<file path="src/rtl/resize_frame_ctrl_if.sv">
// Pixel stream bundle between the upstream source, this controller and the resizer.
// There is no backpressure: a beat is any cycle with valid high, and sof/eof/payload are ignored otherwise.
interface resize_frame_ctrl_if #(
    parameter int DATA_WIDTH = 8
);
    logic [DATA_WIDTH-1:0] in_payload_i;
    logic                  in_valid_i;
    logic                  in_sof_i;
    logic                  in_eof_i;
    logic [DATA_WIDTH-1:0] out_payload_o;
    logic                  out_valid_o;
    logic                  out_sof_o;
    logic                  out_eof_o;

    modport slave (
        input  in_payload_i, in_valid_i, in_sof_i, in_eof_i,
        output out_payload_o, out_valid_o, out_sof_o, out_eof_o
    );
    modport master (
        output in_payload_i, in_valid_i, in_sof_i, in_eof_i,
        input  out_payload_o, out_valid_o, out_sof_o, out_eof_o
    );
endinterface

</file>
<file path="src/rtl/resize_frame_ctrl.sv">
// Frame gate in front of the resizer: admits whole frames, shadows the resize
// configuration until a frame start, and checks each frame's length.
module resize_frame_ctrl #(
    parameter int DATA_WIDTH = 8,
    parameter int MAX_WIDTH  = 4800,
    parameter int MAX_HEIGHT = 4800,
    parameter int MAX_FACTOR = 8,
    parameter int DEF_WIDTH  = 400,
    parameter int DEF_HEIGHT = 400,
    parameter int DEF_FACTOR = 2,
    localparam int WW = $clog2(MAX_WIDTH + 1),
    localparam int WH = $clog2(MAX_HEIGHT + 1),
    localparam int WF = $clog2(MAX_FACTOR + 1)
) (
    input  logic          clk,
    input  logic          rst_i,
    input  logic          enable_i,
    input  logic          cfg_write_i,
    input  logic [WW-1:0] cfg_width_i,
    input  logic [WH-1:0] cfg_height_i,
    input  logic [WF-1:0] cfg_factor_i,
    resize_frame_ctrl_if.slave bus,
    output logic [WW-1:0] act_width_o,
    output logic [WH-1:0] act_height_o,
    output logic [WF-1:0] act_factor_o,
    output logic          cfg_err_o,
    output logic          len_err_o,
    output logic          frame_done_o,
    output logic          busy_o,
    output logic [15:0]   frame_cnt_o,
    output logic [15:0]   drop_cnt_o,
    output logic [15:0]   err_cnt_o,
    output logic [1:0]    state_o
);
    localparam logic [WW-1:0] W_MAX = WW'(MAX_WIDTH);
    localparam logic [WH-1:0] H_MAX = WH'(MAX_HEIGHT);
    localparam logic [WF-1:0] F_MAX = WF'(MAX_FACTOR);
    localparam logic [WW-1:0] W_ONE = WW'(1);
    localparam logic [WH-1:0] H_ONE = WH'(1);

    typedef enum logic [1:0] {
        DISABLED = 2'd0,
        WAIT_SOF = 2'd1,
        ACTIVE   = 2'd2,
        DISCARD  = 2'd3
    } state_t;

    state_t        state, state_nxt;
    logic [WW-1:0] x, x_nxt, pos_x, g_w, pend_w;
    logic [WH-1:0] y, y_nxt, pos_y, g_h, pend_h;
    logic [WF-1:0] pend_f;
    logic          pend_dirty;
    logic          sof_b, eof_b, cfg_ok;
    logic          fwd, start, apply, last, end_beat, len_err, drop;

    assign state_o = state;
    assign busy_o  = (state == ACTIVE) || (state == DISCARD);

    always_comb begin
        sof_b     = bus.in_valid_i & bus.in_sof_i;
        eof_b     = bus.in_valid_i & bus.in_eof_i;
        cfg_ok    = cfg_write_i
                    && (cfg_width_i  != '0) && (cfg_width_i  <= W_MAX)
                    && (cfg_height_i != '0) && (cfg_height_i <= H_MAX)
                    && (cfg_factor_i != '0) && (cfg_factor_i <= F_MAX);
        state_nxt = state;
        x_nxt     = x;
        y_nxt     = y;
        fwd       = 1'b0;
        start     = 1'b0;
        len_err   = 1'b0;
        drop      = 1'b0;

        case (state)
            DISABLED: begin
                drop = sof_b;
                if (enable_i) state_nxt = WAIT_SOF;
            end
            WAIT_SOF: begin
                if (!enable_i) begin
                    drop      = sof_b;
                    state_nxt = DISABLED;
                end else if (sof_b) begin
                    fwd   = 1'b1;
                    start = 1'b1;
                end
            end
            ACTIVE: begin
                if (bus.in_valid_i) begin
                    fwd = 1'b1;
                    // An SOF inside a frame restarts the frame on this very beat.
                    if (sof_b) begin
                        start   = 1'b1;
                        len_err = 1'b1;
                    end
                end
            end
            DISCARD: begin
                drop = sof_b;
                if (eof_b) state_nxt = enable_i ? WAIT_SOF : DISABLED;
            end
            default: state_nxt = DISABLED;
        endcase

        // A starting beat is position (0,0) of the geometry it brings in with it.
        apply    = start & pend_dirty;
        g_w      = apply ? pend_w : act_width_o;
        g_h      = apply ? pend_h : act_height_o;
        pos_x    = start ? '0 : x;
        pos_y    = start ? '0 : y;
        last     = (pos_x == g_w - W_ONE) && (pos_y == g_h - H_ONE);
        end_beat = fwd & (eof_b | last);

        if (fwd) begin
            if (eof_b != last) len_err = 1'b1;
            if (eof_b) begin
                state_nxt = enable_i ? WAIT_SOF : DISABLED;
            end else if (last) begin
                state_nxt = DISCARD;
            end else begin
                state_nxt = ACTIVE;
                if (pos_x == g_w - W_ONE) begin
                    x_nxt = '0;
                    y_nxt = pos_y + H_ONE;
                end else begin
                    x_nxt = pos_x + W_ONE;
                    y_nxt = pos_y;
                end
            end
        end
    end

    always_ff @(posedge clk) begin
        if (rst_i) begin
            state             <= DISABLED;
            x                 <= '0;
            y                 <= '0;
            bus.out_valid_o   <= 1'b0;
            bus.out_payload_o <= '0;
            bus.out_sof_o     <= 1'b0;
            bus.out_eof_o     <= 1'b0;
            frame_done_o      <= 1'b0;
            len_err_o         <= 1'b0;
            cfg_err_o         <= 1'b0;
            act_width_o       <= WW'(DEF_WIDTH);
            act_height_o      <= WH'(DEF_HEIGHT);
            act_factor_o      <= WF'(DEF_FACTOR);
            pend_w            <= WW'(DEF_WIDTH);
            pend_h            <= WH'(DEF_HEIGHT);
            pend_f            <= WF'(DEF_FACTOR);
            pend_dirty        <= 1'b0;
            frame_cnt_o       <= '0;
            drop_cnt_o        <= '0;
            err_cnt_o         <= '0;
        end else begin
            state             <= state_nxt;
            x                 <= x_nxt;
            y                 <= y_nxt;
            bus.out_valid_o   <= fwd;
            bus.out_payload_o <= fwd ? bus.in_payload_i : '0;
            bus.out_sof_o     <= start;
            bus.out_eof_o     <= end_beat;
            frame_done_o      <= end_beat;
            len_err_o         <= len_err;
            cfg_err_o         <= cfg_write_i & ~cfg_ok;

            if (apply) begin
                act_width_o  <= pend_w;
                act_height_o <= pend_h;
                act_factor_o <= pend_f;
            end
            // A write landing on the applying SOF re-arms dirty for the next frame.
            if (cfg_ok) begin
                pend_w     <= cfg_width_i;
                pend_h     <= cfg_height_i;
                pend_f     <= cfg_factor_i;
                pend_dirty <= 1'b1;
            end else if (apply) begin
                pend_dirty <= 1'b0;
            end

            if (fwd && last && frame_cnt_o != 16'hFFFF) frame_cnt_o <= frame_cnt_o + 16'd1;
            if (drop && drop_cnt_o != 16'hFFFF)         drop_cnt_o  <= drop_cnt_o + 16'd1;
            if (len_err && err_cnt_o != 16'hFFFF)       err_cnt_o   <= err_cnt_o + 16'd1;
        end
    end
endmodule

</file>
<file path="src/flat_wrapper.sv">
// flat-port wrapper written by rule: the top's interface ports become plain ports
module resize_frame_ctrl_flat 
#(
    parameter int DATA_WIDTH = 8,
    parameter int MAX_WIDTH  = 4800,
    parameter int MAX_HEIGHT = 4800,
    parameter int MAX_FACTOR = 8,
    parameter int DEF_WIDTH  = 400,
    parameter int DEF_HEIGHT = 400,
    parameter int DEF_FACTOR = 2,
    localparam int WW = $clog2(MAX_WIDTH + 1),
    localparam int WH = $clog2(MAX_HEIGHT + 1),
    localparam int WF = $clog2(MAX_FACTOR + 1)
)
  (clk, rst_i, enable_i, cfg_write_i, cfg_width_i, cfg_height_i, cfg_factor_i, act_width_o, act_height_o, act_factor_o, cfg_err_o, len_err_o, frame_done_o, busy_o, frame_cnt_o, drop_cnt_o, err_cnt_o, state_o, bus_in_payload_i, bus_in_valid_i, bus_in_sof_i, bus_in_eof_i, bus_out_payload_o, bus_out_valid_o, bus_out_sof_o, bus_out_eof_o);
  resize_frame_ctrl_if #(.DATA_WIDTH(DATA_WIDTH)) bus_i ();
  input  logic clk;
  input  logic rst_i;
  input  logic enable_i;
  input  logic cfg_write_i;
  input  logic [WW-1:0] cfg_width_i;
  input  logic [WH-1:0] cfg_height_i;
  input  logic [WF-1:0] cfg_factor_i;
  output logic [WW-1:0] act_width_o;
  output logic [WH-1:0] act_height_o;
  output logic [WF-1:0] act_factor_o;
  output logic cfg_err_o;
  output logic len_err_o;
  output logic frame_done_o;
  output logic busy_o;
  output logic [15:0] frame_cnt_o;
  output logic [15:0] drop_cnt_o;
  output logic [15:0] err_cnt_o;
  output logic [1:0] state_o;
  input wire logic [$bits(bus_i.in_payload_i)-1:0] bus_in_payload_i;
  input wire logic [$bits(bus_i.in_valid_i)-1:0] bus_in_valid_i;
  input wire logic [$bits(bus_i.in_sof_i)-1:0] bus_in_sof_i;
  input wire logic [$bits(bus_i.in_eof_i)-1:0] bus_in_eof_i;
  output wire logic [$bits(bus_i.out_payload_o)-1:0] bus_out_payload_o;
  output wire logic [$bits(bus_i.out_valid_o)-1:0] bus_out_valid_o;
  output wire logic [$bits(bus_i.out_sof_o)-1:0] bus_out_sof_o;
  output wire logic [$bits(bus_i.out_eof_o)-1:0] bus_out_eof_o;
  assign bus_i.in_payload_i = bus_in_payload_i;
  assign bus_i.in_valid_i = bus_in_valid_i;
  assign bus_i.in_sof_i = bus_in_sof_i;
  assign bus_i.in_eof_i = bus_in_eof_i;
  assign bus_out_payload_o = bus_i.out_payload_o;
  assign bus_out_valid_o = bus_i.out_valid_o;
  assign bus_out_sof_o = bus_i.out_sof_o;
  assign bus_out_eof_o = bus_i.out_eof_o;
  resize_frame_ctrl #(.DATA_WIDTH(DATA_WIDTH), .MAX_WIDTH(MAX_WIDTH), .MAX_HEIGHT(MAX_HEIGHT), .MAX_FACTOR(MAX_FACTOR), .DEF_WIDTH(DEF_WIDTH), .DEF_HEIGHT(DEF_HEIGHT), .DEF_FACTOR(DEF_FACTOR)) u_core (.clk(clk), .rst_i(rst_i), .enable_i(enable_i), .cfg_write_i(cfg_write_i), .cfg_width_i(cfg_width_i), .cfg_height_i(cfg_height_i), .cfg_factor_i(cfg_factor_i), .bus(bus_i), .act_width_o(act_width_o), .act_height_o(act_height_o), .act_factor_o(act_factor_o), .cfg_err_o(cfg_err_o), .len_err_o(len_err_o), .frame_done_o(frame_done_o), .busy_o(busy_o), .frame_cnt_o(frame_cnt_o), .drop_cnt_o(drop_cnt_o), .err_cnt_o(err_cnt_o), .state_o(state_o));
endmodule
</file>
<file path="config.mk">
export PLATFORM = sky130hd
export DESIGN_NAME = resize_frame_ctrl_flat
export DESIGN_NICKNAME = d
export VERILOG_FILES = /design/src/rtl/resize_frame_ctrl_if.sv /design/src/rtl/resize_frame_ctrl.sv /design/src/flat_wrapper.sv
export SDC_FILE = /design/constraint.sdc
export NUM_CORES = 1
export LEC_CHECK = 0
export ABC_AREA = 1
export BUFFER_PORTS_ARGS = -buffer_cell sky130_fd_sc_hd__buf_2
export CELL_PAD_IN_SITES_DETAIL_PLACEMENT = 1
export CELL_PAD_IN_SITES_GLOBAL_PLACEMENT = 2
export CORE_MARGIN = 4
export CORE_UTILIZATION = 31
export CTS_CLUSTER_DIAMETER = 100
export CTS_CLUSTER_SIZE = 28
export DETAILED_ROUTE_END_ITERATION = 7
export GPL_TIMING_DRIVEN = 0
export PLACE_DENSITY_LB_ADDON = 0.1
export SLEW_MARGIN = 20
export SYNTH_ARGS = -nofsm -noshare
export SYNTH_HDL_FRONTEND = slang
export SYNTH_SLANG_ARGS = --single-unit
export TNS_END_PERCENT = 1
</file>
<file path="constraint.sdc">
create_clock -name clk -period 6.05 [get_ports clk]
set_input_delay 1.21 -clock clk [delete_from_list [all_inputs] [get_ports clk]]
set_output_delay 1.21 -clock clk [all_outputs]
set_load 0.01 [all_outputs]
</file>
# == After elaboration in Yosys (flattened, before gate mapping) ==
# Cells that the tools add are included.
# op_classes
multipliers,0
n_eq_ne,12
order_cmp,3
n_shift,0
n_mux,27
n_div,0
n_reduce_logical,22
bitwise,10
n_addsub,7
# ops
operator,n
13-bit two-way mux,6
"16-bit by 1-bit adder with 16-bit output, second input constant",3
"16-bit != test, second input constant",3
"13-bit by 1-bit adder with 13-bit output, second input constant",2
13-bit == test,2
"13-bit less-or-equal comparator, second input constant",2
13-bit nonzero test,2
"13-bit by 1-bit subtractor with 13-bit output, second input constant",2
1-bit two-way mux,12
1-bit logical AND,11
2-bit two-way mux,5
4-bit nonzero test,2
"3-bit by 2-bit != test with 1-bit output, second input constant",2
1-bit one-hot mux with 2 select lines,3
2-bit one-hot mux with 3 select lines,1
1-bit AND,5
"2-bit == test, second input constant",2
"4-bit less-or-equal comparator, second input constant",1
1-bit inverter,4
4-bit AND reduction,1
2-bit OR reduction,2
"3-bit by 1-bit != test with 1-bit output, second input constant",1
3-bit AND reduction,1
"2-bit by 1-bit == test with 1-bit output, second input constant",1
5 further kinds,5
# totals
latch_bits,0
memories,0
output_inout_bits,95
mem_bits_rw,0
word_cells,100
regBits,150
in_bits,45
romBits,0

# == Logic depth before layout (Yosys ltp) ==
# Gate-level depths: netlist of run 1.
# depth
ltp_word,13
mapped_depth,32
mapped_depth_nobuf,30

# == Worst setup path before layout of run 1 ==
# Ideal clock, no wire load.
# synth_path
path_type,input to register
from,input bus_in_valid_i
to,register u_core.err_cnt_o[15]
t_arrival_ps,4891
cell_stages,28
setup_ps,123
required_time_ps,5927
n_path_buf,2
setup_slack_ps,1036
cell_sequence,nand2_1 > a21oi_4 > nand3_4 > buf_6 > nand2_2 > nand2_2 > ha_1 > xnor2_1 > nand3_1 > a21oi_1 > nand3_1 > nor2_1 > nand3_1 > nor2_1 > buf_4 > nand2_1 > ha_1 > inv_1 > o21ai_0 > nand2_1 > inv_1 > nand3_1 > nor2_1 > nand3_1 > nor2_1 > nand3_1 > o21ai_0 > a2bb2oi_1
# synth_via
elab_chain_cells,13
elab_cells_between_ends,23
cone_classes,add/sub (2); eq/ne (3); mux (13); bitwise (3); reduce/logical (2)
# synth_lines
element,line,rtl
"start, declared",flat_wrapper.sv:36,input wire logic [$bits(bus_i.in_valid_i)-1:0] bus_in_valid_i;
1-bit AND,resize_frame_ctrl.sv:60,sof_b = bus.in_valid_i & bus.in_sof_i;
1-bit two-way mux,"resize_frame_ctrl.sv:83, resize_frame_ctrl.sv:92",
"1-bit two-way mux, on equally long branches","resize_frame_ctrl.sv:89, resize_frame_ctrl.sv:80",
1-bit one-hot mux with 2 select lines,resize_frame_ctrl.sv:74,case (state)
1-bit AND,resize_frame_ctrl.sv:106,apply = start & pend_dirty;
13-bit two-way mux,n/a,
13-bit by 1-bit subtractor with 13-bit output,resize_frame_ctrl.sv:111,last = (pos_x == g_w - W_ONE) && (pos_y == g_h - H_ONE);
13-bit == test,resize_frame_ctrl.sv:111,
1-bit logical AND,resize_frame_ctrl.sv:111,
1-bit != test,resize_frame_ctrl.sv:115,if (eof_b != last) len_err = 1'b1;
1-bit two-way mux,resize_frame_ctrl.sv:115,
1-bit two-way mux (*),resize_frame_ctrl.sv:114,if (fwd) begin
1-bit logical AND (*),resize_frame_ctrl.sv:184,if (len_err && err_cnt_o != 16'hFFFF) err_cnt_o <= err_cnt_o + 16'd1;
"end signal, assigned",resize_frame_ctrl.sv:184,
"end, declared",resize_frame_ctrl.sv:32,"output logic [15:0] err_cnt_o,"
# Mark *: on every way between the ends. The rest lies on a longest branch, timed or not.
# A chain may end at the register's enable or synchronous reset.

# == Worst setup path after layout of run 1 ==
# Same ends and word-level chain as after synthesis.

==> results by group, run 1 <==
Floorplanning
  – Placement Rows: 60
  – Total core area: 26800 µm²
  – DIE WIDTH: 173 µm
  – IO Pins: 140
  – Starting utilization of the core area: 31.4%
  – Overall die height: 173 µm
  – Die area: 29900 µm²

Logic synthesis
  – Library cell occupying the most area in the post-synthesis netlist: dfxtp_1
  – Count of state elements after synthesis: 150
  – Warnings, synthesis: 0
  – Post-Synthesis Mean Instance Area: 6.61 µm²
  – Post-synthesis sequential area ratio: 35.7%
  – Number of synthesized flops with an enable pin: 0
  – Synth cell types: 50
  – Top cell type's share of synthesized area: 35.7%
  – Main flop type after synthesis: dfxtp_1
  – Synth Net Count: 1332
  – Cell count after synthesis: 1273
  – Asr flop ratio synth: 0%
  – Netlist area before placement: 8420 µm²
  – Top cells by area, synth: dfxtp_1 (36%), nand2_1 (13%), inv_1 (8.2%)

STA
  – Tightest Pin Transition: 0.846 ns
  – Final hold violations: 0
  – Setup repair after global routing missed its margin: no
  – Rel. slew slack: 43.6%
  – Skew final: 0.0187 ns
  – Final period demand of the worst path: 5.62 ns
  – Final critical-path share of the clock period: 92.9%
  – Final Slew Violations: 0
  – FMAX: 178 MHz
  – Number of setup violations in the final report: 0

Placed design
  – GPL Wtd Cong: 0.826
  – Port Buf Inserts: 138
  – Post-Place Cells: 1752
  – Hpwl dp: 23500 µm

Clock tree
  – Post-CTS Hold Buffers: 0
  – H-tree lvl count: 4
  – Deepest clock path buffer count: 2
  – Root Buffer Master: clkbuf_16
  – Clock sink count: 150
  – CTS buffer count: 17
  – Clock input transition at the sequential cells of the worst setup and hold paths: 0.07 ns
  – Clock insertion delay at the later pin of the skew report: 0.44 ns
  – Clock tree from TritonCTS: done

Critical path
  – Arrival time at the worst endpoint: 5.98 ns
  – R2R setup slack: 0.58 ns
  – Cell type with the highest occurrence count on the critical path: nand3_1
  – Critical-path cell with the highest stage delay: ha_1
  – Critical register-to-register path endpoint: u_core.err_cnt_o[15]$_SDFFE_PP0P_
  – Kind of start point of the critical path: input pin
  – Data required time at the worst endpoint: 6.41 ns
  – Start-to-end type of the worst setup path: in -> reg
  – Crit path capture type: flip-flop
  – Worst reg2reg path depth: 29
  – Worst reg2reg startpoint: u_core.state_o[0]$_SDFFE_PP0P_
  – Crit path largest cell delay: 0.33 ns
  – Critical-path maximum fanout: 10

Global routing
  – Global-route wire length before repair: 47300 µm
  – Number of global-route vias before repair: 8852
  – Maximum number of pins on one net before global-route repair: 17
  – Initial antenna violation count: 0
  – Global-route total usage across every layer: 19.6%
  – Overflow after GRT: 0

Worst hold path
  – Worst hold path endpoint: u_core.act_factor_o[2]$_SDFFE_PP0N_
  – Class of the tightest hold or removal check: reg -> reg
  – Cells on Worst Hold Path: 2
  – Critical hold path startpoint: u_core.pend_f[2]$_SDFFE_PP0P_

Power
  – Static leakage: 4.55 nW
  – Peak supply drop: 0.000124 V
  – Power density over the cells: 218 nW/µm²

Finish
  – Layout Cells excl Fill: 1785
  – Growth of design area from synthesis to finish: 20.1%
  – Biggest registers after layout: u_core.drop_cnt_o: 16 flops, u_core.err_cnt_o: 16 flops, u_core.frame_cnt_o: 16 flops
  – Final core utilization: 37.7%
  – Final net count: 1490
  – Area occupied by registers: 3000 µm²
  – Inserted Diodes: 0
  – Share of layout cells above drive strength 1: 16.6%
  – Number of fill cells: 3519
  – Multi-input logic area: 4470 µm²

Routing
  – Routed WL per cell: 16.4 µm
  – Vias: 8635
  – Total Wirelength: 29300 µm
  – Post-DRT Antenna Nets: 0
  – Router iterations before antenna repair: 4
  – Ratio of routed vias to standard cells: 4.84
  – Violation count after the first detailed-routing iteration: 315
  – Drt drc: 0

Outcome
  – Run status: finished, final reports clean

Job
  – Max capacitance violation total: 0
placed cells by master (no fill, tap or decap), types with 6 or more instances in the layout:
master / Yosys / routed
nand2_1: 292 / 292
inv_1: 184 / 183
nor2_1: 155 / 153
buf_2: 12 / 150
dfxtp_1: 150 / 150
a21oi_1: 82 / 82
nand3_1: 76 / 76
o21ai_0: 57 / 56
nand4_1: 51 / 51
xor2_1: 30 / 30
nor3_1: 30 / 30
clkbuf_1: 24 / 25
nand2_2: 17 / 17
clkbuf_16: 0 / 17
ha_1: 14 / 14
nor4_1: 11 / 11
xnor2_1: 8 / 8
o21a_1: 8 / 8
or2_2: 7 / 7
o211ai_1: 7 / 7
nor2_4: 6 / 6
worst max-delay path by stage:
| stage | from | end | cells after the start |
|---|---|---|---|
| CTS | bus_in_valid_i | u_core.err_cnt_o[15]$_SDFFE_PP0P_ | 29 |
| floorplan | bus_in_valid_i | u_core.err_cnt_o[15]$_SDFFE_PP0P_ | 28 |
| global route | bus_in_valid_i | u_core.err_cnt_o[15]$_SDFFE_PP0P_ | 29 |
| detailed placement | bus_in_valid_i | u_core.err_cnt_o[15]$_SDFFE_PP0P_ | 29 |
| global placement | bus_in_valid_i | u_core.err_cnt_o[15]$_SDFFE_PP0P_ | 29 |
| finish | bus_in_valid_i | u_core.err_cnt_o[15]$_SDFFE_PP0P_ | 29 |
layer usage:
layer	GRT usage [%]	up-vias	part of all wire, %
met5	0	-	0
met3	3.61	23	3.4
li1	-	4390	-
met1	24.2	4117	46
met4	4.29	0	1.2
met2	35.6	105	50
final cells by class:
| type | instances | area share, % |
|---|---|---|
| inverters | 194 | 7.21 |
| repair buffers | 139 | 6.91 |
| plain buffers | 44 | 2.19 |
| clock buffers | 18 | 4.24 |
| clock inverters | 14 | 1.34 |
| well taps | 341 | 4.22 |
| flip-flops and latches | 150 | 29.7 |
| multi-input cells | 885 | 44.2 |
kinds of logic after synthesis:
group | Yosys count | share of synthesized area (%)
AOI/OAI and AO/OA | 172 | 11.5
buffers and inverters | 238 | 11.3
xor gates and xnor gates | 39 | 4.22
adders and majority gates | 14 | 2.08
and+or+nand+nor | 660 | 35.2
DFF | 150 | 35.7
critical path: cells and delay by family:
family	cells	cell delay [ns]
AND/OR/NAND/NOR	17	2.35
buffers and inverters	5	0.75
adder cells (fa/ha/maj)	2	0.61
AO/OA/AOI/OAI	4	0.87
XOR/XNOR	1	0.16
report_power, final:
| part | switching (mW) | internal [mW] |
|---|---|---|
| sequential | 0.00899 | 1.00 |
| clock | 0.500 | 0.543 |
| combinational | 0.104 | 0.0466 |
| total | 0.613 | 1.59 |
per-stage QoR:
stage	hold WS (ns)	power [mW]	worst slack (ns)	setup TNS [ns]	instance area (µm²)
finish	0.459	2.21	0.428	0	10100
global route	0.486	2.30	0.0176	0	10100
CTS	0.463	2.24	0.0404	0	10100
detailed placement	0.450	1.19	-0.398	-0.930	9530
global placement	0.445	1.18	-0.296	-0.578	9530
floorplan	0.429	1.12	1.04	0	8420
timing repair:
action / CTS / global route
setup endpoints to repair: 0 / 4
endpoints found under the hold margin: 0 / 0
gates resized for setup: 0 / 4
buffers inserted: 0 / 1
synthesized netlist by cell type (2+ instances only):
cell type,count
nand2_1,292
inv_1,184
nor2_1,155
dfxtp_1,150
a21oi_1,82
nand3_1,76
o21ai_0,57
nand4_1,51
nor3_1,30
xor2_1,30
clkbuf_1,24
nand2_2,17
ha_1,14
buf_2,12
nor4_1,11
o21a_1,8
xnor2_1,8
o211ai_1,7
or2_2,7
nor2_4,6
clkinv_1,5
buf_6,4
inv_2,4
a31oi_1,3
buf_4,3
nor3b_1,3
o21bai_1,3
a21boi_0,2
nand3b_1,2
nand4_2,2
nor2_2,2
Power figures use the tool's default switching activity.
==> run 2, diff against run 1 <==
BUFFER_PORTS_ARGS = unset   (was -buffer_cell sky130_fd_sc_hd__buf_2)
CORE_UTILIZATION = 35   (was 31)
DONT_BUFFER_PORTS = 1   (was unset)
==> run 2 against run 1 <==
Against the previous run:
- combinational power shrank 15%
- core utilization grew 2.3 points
- via count shrank 5.9%
- largest power group unchanged
==> results by group, run 2 (synthesis results as in run 1) <==
Outcome
  – Run status: finished, final reports clean

Global routing
  – Number of global-route vias before repair: 8225 (-7.1%)
  – Global-route total usage across every layer: 21.3% (+1.7 points)
  – Global-route wire length before repair: 44500 µm (-5.9%)
  – Maximum number of pins on one net before global-route repair: 17 (unchanged)
  – Overflow after GRT: 0 (unchanged)
  – Initial antenna violation count: 0 (unchanged)

Critical path
  – Data required time at the worst endpoint: 6.38 ns (-0.03 ns)
  – Arrival time at the worst endpoint: 5.80 ns (-0.18 ns)
  – Kind of start point of the critical path: input pin
  – Start-to-end type of the worst setup path: in -> reg
  – Crit path capture type: flip-flop
  – Critical-path maximum fanout: 10 (unchanged)

Routing
  – Drt drc: 0 (unchanged)
  – Post-DRT Antenna Nets: 0 (unchanged)
  – Routed WL per cell: 17.1 µm (+4.4%)
  – Vias: 8129 (-5.9%)
  – Router iterations before antenna repair: 6 (+2)
  – Ratio of routed vias to standard cells: 5.00 (+3.4%)
  – Violation count after the first detailed-routing iteration: 317 (+0.63%)
  – Total Wirelength: 27900 µm (-5.0%)

Placed design
  – Hpwl dp: 22100 µm (-6.0%)
  – GPL Wtd Cong: 0.819 (-0.94%)
  – Worst slack, placed: -0.187 ns (+0.211 ns)
  – Port Buf Inserts: 0 (-100%)

STA
  – Rel. slew slack: 38.6% (-5.0 points)
  – Final hold violations: 0 (unchanged)
  – Tightest Pin Transition: 0.920 ns (+0.0747 ns)
  – FMAX: 183 MHz (+2.8%)
  – Final worst-path setup slack: 0.580 ns (+0.152 ns)
  – Final period demand of the worst path: 5.47 ns (-0.152 ns)
  – Final critical-path share of the clock period: 90.4% (-2.5 points)
  – Skew final: 0.0193 ns (+0.000636 ns)
  – Final Slew Violations: 0 (unchanged)
  – Setup repair after global routing missed its margin: no
  – Number of setup violations in the final report: 0 (unchanged)

Clock tree
  – H-tree lvl count: 4 (unchanged)
  – Clock insertion delay at the later pin of the skew report: 0.44 ns (about the same)
  – Clock input transition at the sequential cells of the worst setup and hold paths: 0.08 ns (about the same)
  – Post-CTS Hold Buffers: 0 (unchanged)
  – Clock sink count: 150 (unchanged)
  – Root Buffer Master: clkbuf_16
  – Clock tree from TritonCTS: done
  – CTS buffer count: 17 (unchanged)
  – Deepest clock path buffer count: 2 (unchanged)

Floorplanning
  – DIE WIDTH: 163 µm (-5.6%)
  – Die area: 26600 µm² (-11%)
  – IO Pins: 140 (unchanged)
  – Overall die height: 163 µm (-5.6%)
  – Starting utilization of the core area: 35.8% (+4.3 points)
  – Total core area: 23500 µm² (-12%)
  – Placement Rows: 56 (-6.7%)

Finish
  – Final core utilization: 40.0% (+2.3 points)
  – Share of layout cells above drive strength 1: 7.81% (-8.8 points)
  – Inserted Diodes: 0 (unchanged)
  – Commonest non-fill, non-tap cells in the layout: nand2_1 (292), inv_1 (184), nor2_1 (154)
  – Growth of design area from synthesis to finish: 11.8%
  – Biggest registers after layout: u_core.drop_cnt_o: 16 flops, u_core.err_cnt_o: 16 flops, u_core.frame_cnt_o: 16 flops
  – Number of fill cells: 3147 (-11%)
  – Final net count: 1352 (-9.3%)
  – Most common cell after layout, fill and taps aside: nand2_1

Power
  – Static leakage: 3.89 nW (-15%)
  – Peak supply drop: 0.000137 V (+10%)
  – Power density over the cells: 235 nW/µm² (+7.9%)

Worst hold path
  – Class of the tightest hold or removal check: reg -> reg

Job
  – Max capacitance violation total: 0 (unchanged)
==> run 2: worst paths after layout <==
check | slack (ns) | start | cells after the start | endpoint
max | 0.58 | bus_in_valid_i | 28 | u_core.err_cnt_o[15]$_SDFFE_PP0P_
min | 0.46 | u_core.pend_f[2]$_SDFFE_PP0P_ | 2 | u_core.act_factor_o[2]$_SDFFE_PP0N_
max reg2reg | 0.62 | u_core.state_o[0]$_SDFFE_PP0P_ | 29 | u_core.err_cnt_o[15]$_SDFFE_PP0P_
min reg2reg | 0.46 | u_core.pend_f[2]$_SDFFE_PP0P_ | 2 | u_core.act_factor_o[2]$_SDFFE_PP0N_
==> run 2: final cells by class <==
cell class	count	area (µm²)	share of cell area, %
multi-input cells	885	4470	47.4
flip-flops and latches	150	3010	31.9
inverters	194	729	7.75
clock buffers	18	429	4.56
well taps	319	399	4.24
plain buffers	44	224	2.38
clock inverters	14	154	1.63
repair buffers	1	7.51	0.0797
==> run 2: critical path, stage by stage <==
cell       delay (ns)
nand2_1          0.12
a21oi_4          0.30
nand3_4          0.17
buf_6            0.20
nand2_2          0.06
nand2_2          0.09
ha_1             0.32
xnor2_1          0.17
nand3_1          0.12
a21oi_1          0.13
nand3_1          0.09
nor2_1           0.13
nand3_1          0.09
nor2_1           0.18
buf_4            0.22
nand2_1          0.09
ha_1             0.28
inv_1            0.04
o21ai_1          0.23
nand2_1          0.18
inv_1            0.21
nand3_1          0.15
nor2_2           0.20
nand3_1          0.13
nor2_1           0.19
nand3_1          0.14
o21ai_0          0.24
a2bb2oi_1        0.09
==> run 2: metal layers <==
layer / up-vias / wire length [µm] / global-route usage, %
met3: 20 / 1660 / 6.26
li1: 4126 / - / -
met5: - / 0 / 0
met2: 116 / 13700 / 37.8
met4: 0 / 284 / 4.23
met1: 3867 / 12200 / 25.5
==> run 2: what timing repair did <==
| action | 4_1_cts | 5_1_grt |
|---|---|---|
| hold endpoints to repair | 0 | 0 |
| setup buffers | 0 | 1 |
| endpoints found under the setup margin | 0 | 4 |
| resized for setup | 0 | 5 |
==> run 2: stage by stage <==
stage | area, µm² | TNS [ns] | hold WS [ns] | total power [mW] | instances
2_1_floorplan | 8420 | 0 | 0.429 | 1.12 | 1273
3_3_place_gp | 8820 | -0.164 | 0.443 | 1.16 | 1592
3_5_place_dp | 8820 | -0.352 | 0.452 | 1.17 | 1592
4_1_cts | 9400 | 0 | 0.458 | 2.25 | 1624
5_1_grt | 9410 | 0 | 0.474 | 2.30 | 1625
6_report | 9410 | 0 | 0.460 | 2.21 | 1625
==> run 2: power breakdown <==
group	internal [mW]	switching (mW)
clock network	0.585	0.488
logic	0.0350	0.0927
registers	1.00	0.0116
==> run 3, diff against run 2 <==
PLACE_DENSITY = 0.77   (was unset)
PLACE_DENSITY_LB_ADDON = unset   (was 0.1)
REMOVE_ABC_BUFFERS = 1   (was unset)
==> run 3 against run 2 <==
Against the previous run:
- clock-buffer cell count shrank 1
- non-clock buffer count shrank 36
- design area down 0.52%
- setup slack got worse by 0.019 ns
- critical path depth is 1 higher
- hold slack worse by 0.0050 ns
- via count fell by 2.2%
- global-route usage shrank 0.91 points
- fmax is 0.35% lower
- wire length fell by 4.9%
- power up 1.3%
- first-iteration DRC count down 13%
- critical path type is now reg -> reg
- critical endpoint unchanged
==> results by group, run 3 (synthesis results as in run 1) <==
Outcome
  – Run status: finished, final reports clean

Critical path
  – Arrival time at the worst endpoint: 5.85 ns (+0.05 ns)
  – Critical-path maximum fanout: 10 (unchanged)
  – Start-to-end type of the worst setup path: reg -> reg
  – Critical-path cell with the highest stage delay: dfxtp_1
  – Worst reg2reg path depth: 29 (unchanged)
  – Kind of start point of the critical path: flip-flop
  – Critical register-to-register path endpoint: u_core.err_cnt_o[15]$_SDFFE_PP0P_
  – Crit path largest cell delay: 0.42 ns (+0.10 ns)
  – Cell type with the highest occurrence count on the critical path: nand3_1
  – R2R setup slack: 0.56 ns (-0.06 ns)
  – Data required time at the worst endpoint: 6.41 ns (+0.03 ns)
  – Crit path capture type: flip-flop
  – Worst reg2reg startpoint: u_core.state_o[1]$_SDFFE_PP0P_

Routing
  – Routed WL per cell: 16.6 µm (-2.9%)
  – Sum of met2 wire segment lengths after detailed routing: 12200 µm (-11%)
  – Drt drc: 0 (unchanged)
  – Post-DRT Antenna Nets: 0 (unchanged)
  – Ratio of routed vias to standard cells: 5.00 (about the same)
  – Vias: 7952 (-2.2%)
  – Highest layer used for signal routing: met4
  – Router iterations before antenna repair: 4 (-2)
  – Violation count after the first detailed-routing iteration: 275 (-13%)
  – Total Wirelength: 26500 µm (-4.9%)
  – Sum of routed wire segments on met1: 12400 µm (+1.9%)
  – Met3 wire length: 1500 µm (-9.4%)

Floorplanning
  – Placement Rows: 56 (unchanged)
  – Overall die height: 163 µm (unchanged)
  – IO Pins: 140 (unchanged)
  – Starting utilization of the core area: 35.8% (unchanged)
  – DIE WIDTH: 163 µm (unchanged)
  – Total core area: 23500 µm² (unchanged)
  – Die area: 26600 µm² (unchanged)

Global routing
  – Global-route total usage across every layer: 20.3% (-0.91 points)
  – Number of global-route vias before repair: 8030 (-2.4%)
  – Initial antenna violation count: 0 (unchanged)
  – Overflow after GRT: 0 (unchanged)
  – Maximum number of pins on one net before global-route repair: 62 (+45)
  – Global-route wire length before repair: 43100 µm (-3.1%)

Finish
  – Final net count: 1318 (-2.5%)
  – Inserted Diodes: 0 (unchanged)
  – Number of fill cells: 3093 (-1.7%)
  – Most common cell after layout, fill and taps aside: nand2_1
  – Layout Cells excl Fill: 1591 (-2.1%)
  – Share of layout cells above drive strength 1: 7.86% (+0.052 points)
  – Growth of design area from synthesis to finish: 11.3%
  – Biggest registers after layout: u_core.drop_cnt_o: 16 flops, u_core.err_cnt_o: 16 flops, u_core.frame_cnt_o: 16 flops
  – Commonest non-fill, non-tap cells in the layout: nand2_1 (291), inv_1 (183), nor2_1 (153)

Worst hold path
  – Class of the tightest hold or removal check: reg -> reg
  – Cells on Worst Hold Path: 2 (unchanged)
  – Critical hold path startpoint: u_core.pend_w[11]$_SDFFE_PP0P_
  – Worst hold path endpoint: u_core.pend_w[11]$_SDFFE_PP0P_

STA
  – Tightest Pin Transition: 1.06 ns (+0.135 ns)
  – FMAX: 182 MHz (-0.35%)
  – Rel. slew slack: 29.5% (-9.1 points)
  – Final Slew Violations: 0 (unchanged)
  – Number of setup violations in the final report: 0 (unchanged)
  – Skew final: 0.0136 ns (-0.00568 ns)
  – Final worst-path setup slack: 0.561 ns (-0.0192 ns)
  – Accumulated negative setup slack: 0 ns (unchanged)
  – Final hold violations: 0 (unchanged)
  – Setup repair after global routing missed its margin: yes
  – Final critical-path share of the clock period: 90.7% (+0.32 points)
  – Final period demand of the worst path: 5.49 ns (+0.0192 ns)

Placed design
  – Port Buf Inserts: 0 (unchanged)
  – GPL Wtd Cong: 0.806 (-1.6%)
  – Hpwl dp: 19500 µm (-12%)
  – Post-Place Cells: 1550 (-2.6%)
  – Worst slack, placed: -1.61 ns (-1.43 ns)

Power
  – Internal Dissipation: 1.66 mW (+2.6%)
  – Net switching component of the power: 0.580 mW (-2.1%)
  – Power consumption: 2.24 mW (+1.3%)
  – Clock share of power: 49.9% (+1.5 points)
  – Switching share of power: 25.8% (-0.90 points)
  – Peak supply drop: 0.000151 V (+10%)
  – Combinational share of power: 4.8% (-1.0 points)
  – Portion of total power attributed to sequential cells: 45.3% (-0.5 points)
  – Power density over the cells: 240 nW/µm² (+1.9%)
  – Static leakage: 3.85 nW (-0.80%)

Clock tree
  – H-tree lvl count: 4 (unchanged)
  – Clock input transition at the sequential cells of the worst setup and hold paths: 0.08 ns (about the same)
  – CTS buffer count: 17 (unchanged)
  – Clock sink count: 150 (unchanged)
  – Deepest clock path buffer count: 2 (unchanged)
  – Clock insertion delay at the later pin of the skew report: 0.43 ns (about the same)
  – Clock tree from TritonCTS: done
  – Root Buffer Master: clkbuf_16

Job
  – Max capacitance violation total: 0 (unchanged)
-- run 3: changes by cell type in the layout (fill, tap and decap cells not counted), moves of 2 or more --
cell	before	now
inv_8	4	2
buf_2	11	0
buf_12	0	2
dfxtp_1	148	150
buf_4	4	7
clkinv_1	5	3
clkinvlp_4	3	1
clkbuf_1	25	0
inv_6	4	7
clkinv_4	0	2
buf_6	4	0
dfxtp_2	2	0
-- run 3: worst max path at each step --
stage               slack (ns)                           endpoint  cells after the start                      startpoint
detailed placement       -1.61  u_core.err_cnt_o[15]$_SDFFE_PP0P_                     26                  bus_in_valid_i
global placement         -1.59  u_core.err_cnt_o[15]$_SDFFE_PP0P_                     26                  bus_in_valid_i
floorplan                 0.45  u_core.err_cnt_o[15]$_SDFFE_PP0P_                     26                  bus_in_valid_i
finish                    0.56  u_core.err_cnt_o[15]$_SDFFE_PP0P_                     29  u_core.state_o[1]$_SDFFE_PP0P_
global route             -0.08  u_core.err_cnt_o[15]$_SDFFE_PP0P_                     29  u_core.state_o[0]$_SDFFE_PP0P_
CTS                       0.01  u_core.err_cnt_o[15]$_SDFFE_PP0P_                     28  u_core.state_o[1]$_SDFFE_PP0P_
-- run 3: stage by stage --
stage	instance area, µm²	hold slack, ns	util [%]
after detailed placement	8640	0.450	36.7
after CTS	9300	0.459	39.5
final	9370	0.455	39.8
after global routing	9370	0.477	39.8
after floorplan	8200	0.429	-
after global placement	8590	0.441	36.5
-- run 3: area by class of cell --
| class | instances | area (µm²) | area share, % |
|---|---|---|---|
| tap | 319 | 399 | 4.26 |
| inverter | 194 | 732 | 7.82 |
| sequential | 150 | 3000 | 32.1 |
| multi-input combinational | 887 | 4530 | 48.4 |
| timing repair buffer | 9 | 92.6 | 0.989 |
| clock inverter | 15 | 185 | 1.98 |
| clock buffer | 17 | 425 | 4.54 |
-- run 3: per-layer routing --
| metal | track usage, % | up-vias |
|---|---|---|
| li1 | - | 4049 |
| met1 | 26.3 | 3781 |
| met2 | 33.4 | 104 |
| met3 | 6.51 | 18 |
| met4 | 4.54 | 0 |
| met5 | 0 | - |
-- run 3: power groups by stage --
stage	Combinational, mW	Clock [mW]	Sequential, mW
2_1_floorplan	0.0736	0	1.04
3_3_place_gp	0.0973	0	1.04
3_5_place_dp	0.101	0	1.04
4_1_cts	0.108	1.15	1.02
5_1_grt	0.123	1.20	1.02
6_report	0.108	1.12	1.02
-- run 3: worst max-delay path: cells and delay by family (launching register included) --
kind,cells,cell delay (ns)
simple gates,17,2.77
fa+ha+maj,3,0.75
flops,1,0.42
compound gates,3,0.70
buf+inv,6,0.79
-- run 3: timing repair --
item	in CTS	in global routing
hold endpoints to repair	0	0
buffers inserted	1	6
hold buffers	0	0
pin swaps	2	1
gates cloned	2	0
resized for setup	6	7
endpoints found under the setup margin	42	19
